$ cat config.mk
export PLATFORM = sky130hd
export DESIGN_NAME = mem_stage
export DESIGN_NICKNAME = d
export VERILOG_FILES = /design/src/rtl/mem_stage_pkg.sv /design/src/rtl/mem_stage_mem_wb_reg.sv /design/src/rtl/mem_stage.sv
export SDC_FILE = /design/constraint.sdc
export NUM_CORES = 1
export LEC_CHECK = 0
export CAP_MARGIN = 20
export CORE_AREA = 2 2 161 163
export DETAILED_ROUTE_END_ITERATION = 7
export DIE_AREA = 0 0 163 165
export MAX_ROUTING_LAYER = met4
export PLACE_DENSITY = 0.6
export SYNTH_ARGS = -nofsm -noshare
export SYNTH_HDL_FRONTEND = slang
export SYNTH_SLANG_ARGS = --single-unit
export TNS_END_PERCENT = 50
$ cat constraint.sdc
create_clock -name clk -period 3.8 [get_ports clk]
set_input_delay 0.95 -clock clk [delete_from_list [all_inputs] [get_ports clk]]
set_output_delay 0.95 -clock clk [all_outputs]
set_load 0.01 [all_outputs]
$ cat src/rtl/mem_stage_pkg.sv
// Shared pipeline definitions for the memory stage: FSM state encoding,
// write-back source select codes and the MEM/WB record.
package mem_stage_pkg;

  typedef enum logic {
    ST_IDLE = 1'b0,
    ST_BUSY = 1'b1
  } mem_state_e;

  // Write-back source select carried on mem_to_reg.
  typedef enum logic [1:0] {
    MTR_ALU = 2'b00,
    MTR_MEM = 2'b01,
    MTR_PC4 = 2'b10
  } mem_to_reg_e;

  localparam int unsigned DEFAULT_TIMEOUT_CYCLES = 255;

  typedef struct packed {
    logic        reg_write;
    logic [1:0]  mem_to_reg;
    logic [31:0] alu_result;
    logic [31:0] mem_rdata;
    logic [31:0] pc_plus4;
    logic [4:0]  rd;
  } mem_wb_t;

endpackage

$ cat src/rtl/mem_stage_mem_wb_reg.sv
// MEM/WB pipeline register; loads every cycle, a bubble clears only reg_write
// so no architectural write can leak from a stalled slot.
module mem_wb_reg
  import mem_stage_pkg::*;
(
  input  logic    clk,
  input  logic    rst,
  input  logic    i_bubble,
  input  mem_wb_t i_data,
  output mem_wb_t o_data
);

  mem_wb_t r_data;

  always_ff @(posedge clk) begin
    if (rst) begin
      r_data <= '0;
    end else begin
      r_data <= i_data;
      if (i_bubble) begin
        r_data.reg_write <= 1'b0;
      end
    end
  end

  assign o_data = r_data;

endmodule

$ cat src/rtl/mem_stage.sv
// Pipeline MEM stage: word-wide data-memory handshake with wait-state stall,
// bounded wait timeout, fetch redirect and the MEM/WB register.
module mem_stage
  import mem_stage_pkg::*;
#(
  parameter int unsigned TIMEOUT_CYCLES = DEFAULT_TIMEOUT_CYCLES
) (
  input  logic        clk,
  input  logic        rst,
  input  logic        ex_mem_reg_write,
  input  logic        ex_mem_mem_read,
  input  logic        ex_mem_mem_write,
  input  logic [1:0]  ex_mem_mem_to_reg,
  input  logic        ex_mem_jump,
  input  logic [31:0] ex_mem_alu_result,
  input  logic [31:0] ex_mem_rdata2,
  input  logic [4:0]  ex_mem_rd,
  input  logic [31:0] ex_mem_pc_plus4,
  input  logic        ex_mem_branch_taken,
  input  logic [31:0] ex_mem_branch_target,
  input  logic [31:0] ex_mem_jump_target,
  output logic        dmem_req,
  output logic        dmem_we,
  output logic [31:0] dmem_addr,
  output logic [31:0] dmem_wdata,
  input  logic        dmem_ready,
  input  logic [31:0] dmem_rdata,
  output logic        mem_stall,
  output logic        pc_redirect,
  output logic [31:0] pc_redirect_target,
  output logic        mem_wb_reg_write,
  output logic [1:0]  mem_wb_mem_to_reg,
  output logic [31:0] mem_wb_alu_result,
  output logic [31:0] mem_wb_mem_rdata,
  output logic [31:0] mem_wb_pc_plus4,
  output logic [4:0]  mem_wb_rd,
  output logic        dmem_timeout
);

  localparam int unsigned CW = $clog2(TIMEOUT_CYCLES + 1);

  mem_state_e    r_state;
  logic [CW-1:0] r_wait_cnt;

  logic    w_op;
  logic    w_busy;
  logic    w_timeout;
  logic    w_complete;
  logic    w_load;
  logic    w_stall;
  mem_wb_t w_wb_next;
  mem_wb_t w_wb_q;

  assign w_op       = ex_mem_mem_read | ex_mem_mem_write;
  assign w_load     = ex_mem_mem_read & ~ex_mem_mem_write;
  assign w_busy     = (r_state == ST_BUSY);
  // A ready arriving on the last permitted cycle beats the timeout.
  assign w_timeout  = w_busy & w_op & ~dmem_ready &
                      (r_wait_cnt == CW'(TIMEOUT_CYCLES - 1));
  assign w_complete = w_op & dmem_ready;
  assign w_stall    = w_op & ~dmem_ready & ~w_timeout;

  assign dmem_req     = w_op;
  assign dmem_we      = ex_mem_mem_write;
  assign dmem_addr    = {ex_mem_alu_result[31:2], 2'b00};
  assign dmem_wdata   = ex_mem_rdata2;
  assign mem_stall    = w_stall;
  assign dmem_timeout = w_timeout;

  assign pc_redirect        = (ex_mem_branch_taken | ex_mem_jump) & ~w_stall;
  assign pc_redirect_target = ex_mem_jump ? ex_mem_jump_target : ex_mem_branch_target;

  always_ff @(posedge clk) begin
    if (rst) begin
      r_state    <= ST_IDLE;
      r_wait_cnt <= '0;
    end else begin
      unique case (r_state)
        ST_IDLE: begin
          if (w_stall) begin
            r_state    <= ST_BUSY;
            r_wait_cnt <= '0;
          end
        end
        ST_BUSY: begin
          if (w_stall) begin
            r_wait_cnt <= r_wait_cnt + CW'(1);
          end else begin
            r_state <= ST_IDLE;
          end
        end
      endcase
    end
  end

  always_comb begin
    w_wb_next            = '0;
    w_wb_next.reg_write  = ex_mem_reg_write;
    w_wb_next.mem_to_reg = ex_mem_mem_to_reg;
    w_wb_next.alu_result = ex_mem_alu_result;
    w_wb_next.mem_rdata  = (w_complete & w_load) ? dmem_rdata : '0;
    w_wb_next.pc_plus4   = ex_mem_pc_plus4;
    w_wb_next.rd         = ex_mem_rd;
  end

  mem_wb_reg u_mem_wb_reg (
    .clk      (clk),
    .rst      (rst),
    .i_bubble (w_stall),
    .i_data   (w_wb_next),
    .o_data   (w_wb_q)
  );

  assign mem_wb_reg_write  = w_wb_q.reg_write;
  assign mem_wb_mem_to_reg = w_wb_q.mem_to_reg;
  assign mem_wb_alu_result = w_wb_q.alu_result;
  assign mem_wb_mem_rdata  = w_wb_q.mem_rdata;
  assign mem_wb_pc_plus4   = w_wb_q.pc_plus4;
  assign mem_wb_rd         = w_wb_q.rd;

endmodule

==> metrics.yaml, run 1 <==
cts:
  clkSlewWorstSetupHoldPaths_ns: 0.05
  cts_setup_buffers: 0
  clk_latency_ns: 0.39
  cts_max_path_buffers: 2
  cts_tree: "yes"
  cts_buffers: 17
  cts_max_level: 4
  cts.sinks: 113
  cts_resized: 0
  cts_hold_buf: 0
  ctsRootBufferMaster: "clkbuf_16"
grt:
  grt_overflow: 0
  grt_start_max_net_pins: 77
  grt_pass1_vias: 3545
  grt_util_all_layers_pct: 10.51
  antenna_found_initial: 0
  grt_pass1_wl_microns: 20210
synthesis:
  post_synth.cell_area_avg_sq_um: 10.90
  ys.warnings.count: 0
  synth.distinct_cells: 33
  yosys.area.top_type: "dfxtp_1"
  async_flop_share_pct: 0
  synth_ff_type: "dfxtp_1"
  ys_seq_area_share_pct: 54.89
  synth.area.top_cells: "dfxtp_1, buf_4, nor2b_1"
  synth_edf_count: 0
  yosysTopAreaCellShare_pct: 54.89
  yosys_register_bits: 113
  synth_cells: 378
  synth_area_sq_mm: 0.004121
sta:
  hold_violations: 0
  setup_viol: 0
  period_minus_slack_ns: 3.532
  period_share_pct: 92.95
  fmax_mhz: 283.1
  rsz0062_at_grt: "false"
  holdWs_ns: 0.4903
  finalMaxSlewViolations: 0
  fin_worst_skew_ns: 0.004490
  slew_headroom_pct: 65.22
  tns_ns: 0
  worstMarginPinSlew_ns: 0.5217
routing:
  dr.pass1.iters: 4
  drc_errors: 0
  wl_per_cell_microns: 14.37
  drt-total-wl_microns: 14490
  drt_iter0_drc: 88
  ant_nets: 0
  via_per_inst: 3.501
  num_vias: 3529
worst_setup_path:
  critPathLaunchType: "input pin"
  path_class: "in2out"
  worst_ep_arrival_time_ns: 2.58
  slowest_stage: "clkdlybuf4s50_1"
  crit_required_ns: 2.85
  cp-end-kind: "primary output"
  cpPeakStageDelay_ns: 0.54
  path_cells: "clkdlybuf4s50_1 > o21ba_2 > o21ai_1 > inv_2 > nor2_1 > clkdlybuf4s50_1"
  cp.buffers_inverters: 3
  cp_top_family: "buffers and inverters"
  critPathMaxFanout: 5
  critPathMostFrequentCell: "clkdlybuf4s50_1"
finish:
  multi_input_area_sq_mm: 0.001297
  fin_nets: 874
  num_antenna_cells: 0
  drive_above_1_share_pct: 11.06
  fillers: 2555
  area_growth_pct: 96.42
  final-seq-area_sq_mm: 0.002262
placement:
  io_buffer_count: 345
  post-dp-hpwl_microns: 11570
  finalWeightedCongestion: 0.7219
power:
  switching_power_mw: 0.7716
  seqPwrFrac_pct: 36.4
  cellLeakagePower_nw: 3.049
  intPower_mw: 2.647
  pwr-share-clk_pct: 48.4
  power_frac_comb_pct: 15.2
  powerDensity_mw_per_mm2: 422.3
  ir_drop_v: 0.0002619
  switching_share_pct: 22.57
status:
  status: "completed"
floorplan:
  ios: 412
  die_x_microns: 163
  fp.dieH_microns: 165
  initial_utilization_pct: 16.46
  die-area_sq_mm: 0.02690
  rows: 58
  core_sq_mm: 0.02504
min_path:
  hold_class: "reg2reg"
job:
  cap_violations: 0
==> layout by cell type (no fill, tap or decap), types with 4 or more instances in the layout <==
| master | netlist | routed |
|---|---|---|
| nand3_1 | 4 | 4 |
| clkdlybuf4s50_1 | 0 | 342 |
| clkbuf_16 | 0 | 17 |
| nor2_1 | 5 | 5 |
| clkinv_4 | 0 | 4 |
| mux2_2 | 32 | 32 |
| and2_1 | 32 | 32 |
| dfxtp_1 | 113 | 113 |
| nor2b_1 | 71 | 71 |
| inv_6 | 0 | 4 |
| a21oi_1 | 6 | 6 |
==> final timing paths <==
kind                              start                    endpoint  slack, ns  cells past startpoint
max                    ex_mem_mem_write                 pc_redirect       0.27                      6
min          r_wait_cnt[7]$_SDFFE_PP0P_  r_wait_cnt[7]$_SDFFE_PP0P_       0.49                      2
max reg2reg  r_wait_cnt[0]$_SDFFE_PP0P_  r_wait_cnt[5]$_SDFFE_PP0P_       1.97                      7
min reg2reg  r_wait_cnt[7]$_SDFFE_PP0P_  r_wait_cnt[7]$_SDFFE_PP0P_       0.49                      2
==> cells by family after synthesis <==
| logic type | synth area share, % |
|---|---|
| AOI/OAI and AO/OA | 2.247 |
| xor gates and xnor gates | 0.4251 |
| adders and majority gates | 0.6071 |
| buffers and inverters | 13.72 |
| DFF | 54.89 |
| muxes | 8.743 |
| other | 0.09099 |
| and+or+nand+nor | 19.28 |
==> power groups by stage <==
stage,registers (mW),clock network (mW),logic (mW)
after floorplan,1.30,0,0.172
after global placement,1.27,0,0.527
after detailed placement,1.27,0,0.528
after CTS,1.24,1.72,0.531
after global routing,1.25,1.76,0.555
final,1.24,1.65,0.520
==> layout make-up <==
class / count / share of cell area (%)
well taps: 330 / 5.100
repair buffers: 348 / 43.12
inverters: 4 / 0.1855
multi-input cells: 181 / 16.03
clock buffers: 18 / 5.425
clock inverters: 14 / 2.195
flip-flops and latches: 113 / 27.94
==> worst reg2reg max path: stages (launching register included) <==
cell     delay [ns]
dfxtp_1        0.42
inv_1          0.09
ha_1           0.19
nand4_1        0.14
o21ai_1        0.13
buf_4          0.19
or4_1          0.46
a21oi_1        0.14
==> stage by stage <==
stage	worst slack, ns	power [mW]	utilization (%)	instances	instance area (sq um)
5_1_grt	0.1762	3.562	32.33	1008	8095
3_5_place_dp	0.2472	1.799	29.87	976	7478
3_3_place_gp	0.2667	1.797	29.87	976	7478
4_1_cts	0.2427	3.494	32.33	1008	8095
2_1_floorplan	0.9581	1.467	-	379	4125
6_report	0.2677	3.419	32.33	1008	8095
==> sequential cells by signal, indices dropped and copies added, names as in the netlist <==
name	flops
r_state	1
r_wait_cnt	8
u_mem_wb_reg.o_data	104
==> cells in the mapped netlist, types with 3 or more instances <==
cell / n
a21oi_1: 6
nor2_1: 5
nand3_1: 4
nand2_1: 3
clkbuf_1: 14
inv_1: 3
nor2b_1: 71
or3_1: 3
and2_1: 32
buf_4: 65
mux2_2: 32
dfxtp_1: 113
==> routing by layer <==
layer	routed length [microns]	track usage (%)	vias to the layer above
li1	-	-	1715
met1	5181	10.03	1577
met2	7489	18.99	200
met3	1323	3.290	37
met4	494	5.632	0
met5	0	-	-
Power figures use the tool's default switching activity.
==> run 2: changes to the inputs <==
--- a/config.mk
+++ b/config.mk
@@ -7,6 +7,7 @@
 export LEC_CHECK = 0
 export CAP_MARGIN = 20
 export CORE_AREA = 2 2 161 163
+export CTS_CLUSTER_DIAMETER = 120
 export DETAILED_ROUTE_END_ITERATION = 7
 export DIE_AREA = 0 0 163 165
 export MAX_ROUTING_LAYER = met4
==> results of run 2 <==
Final layout, timing and power as in run 1 (identical DEF).
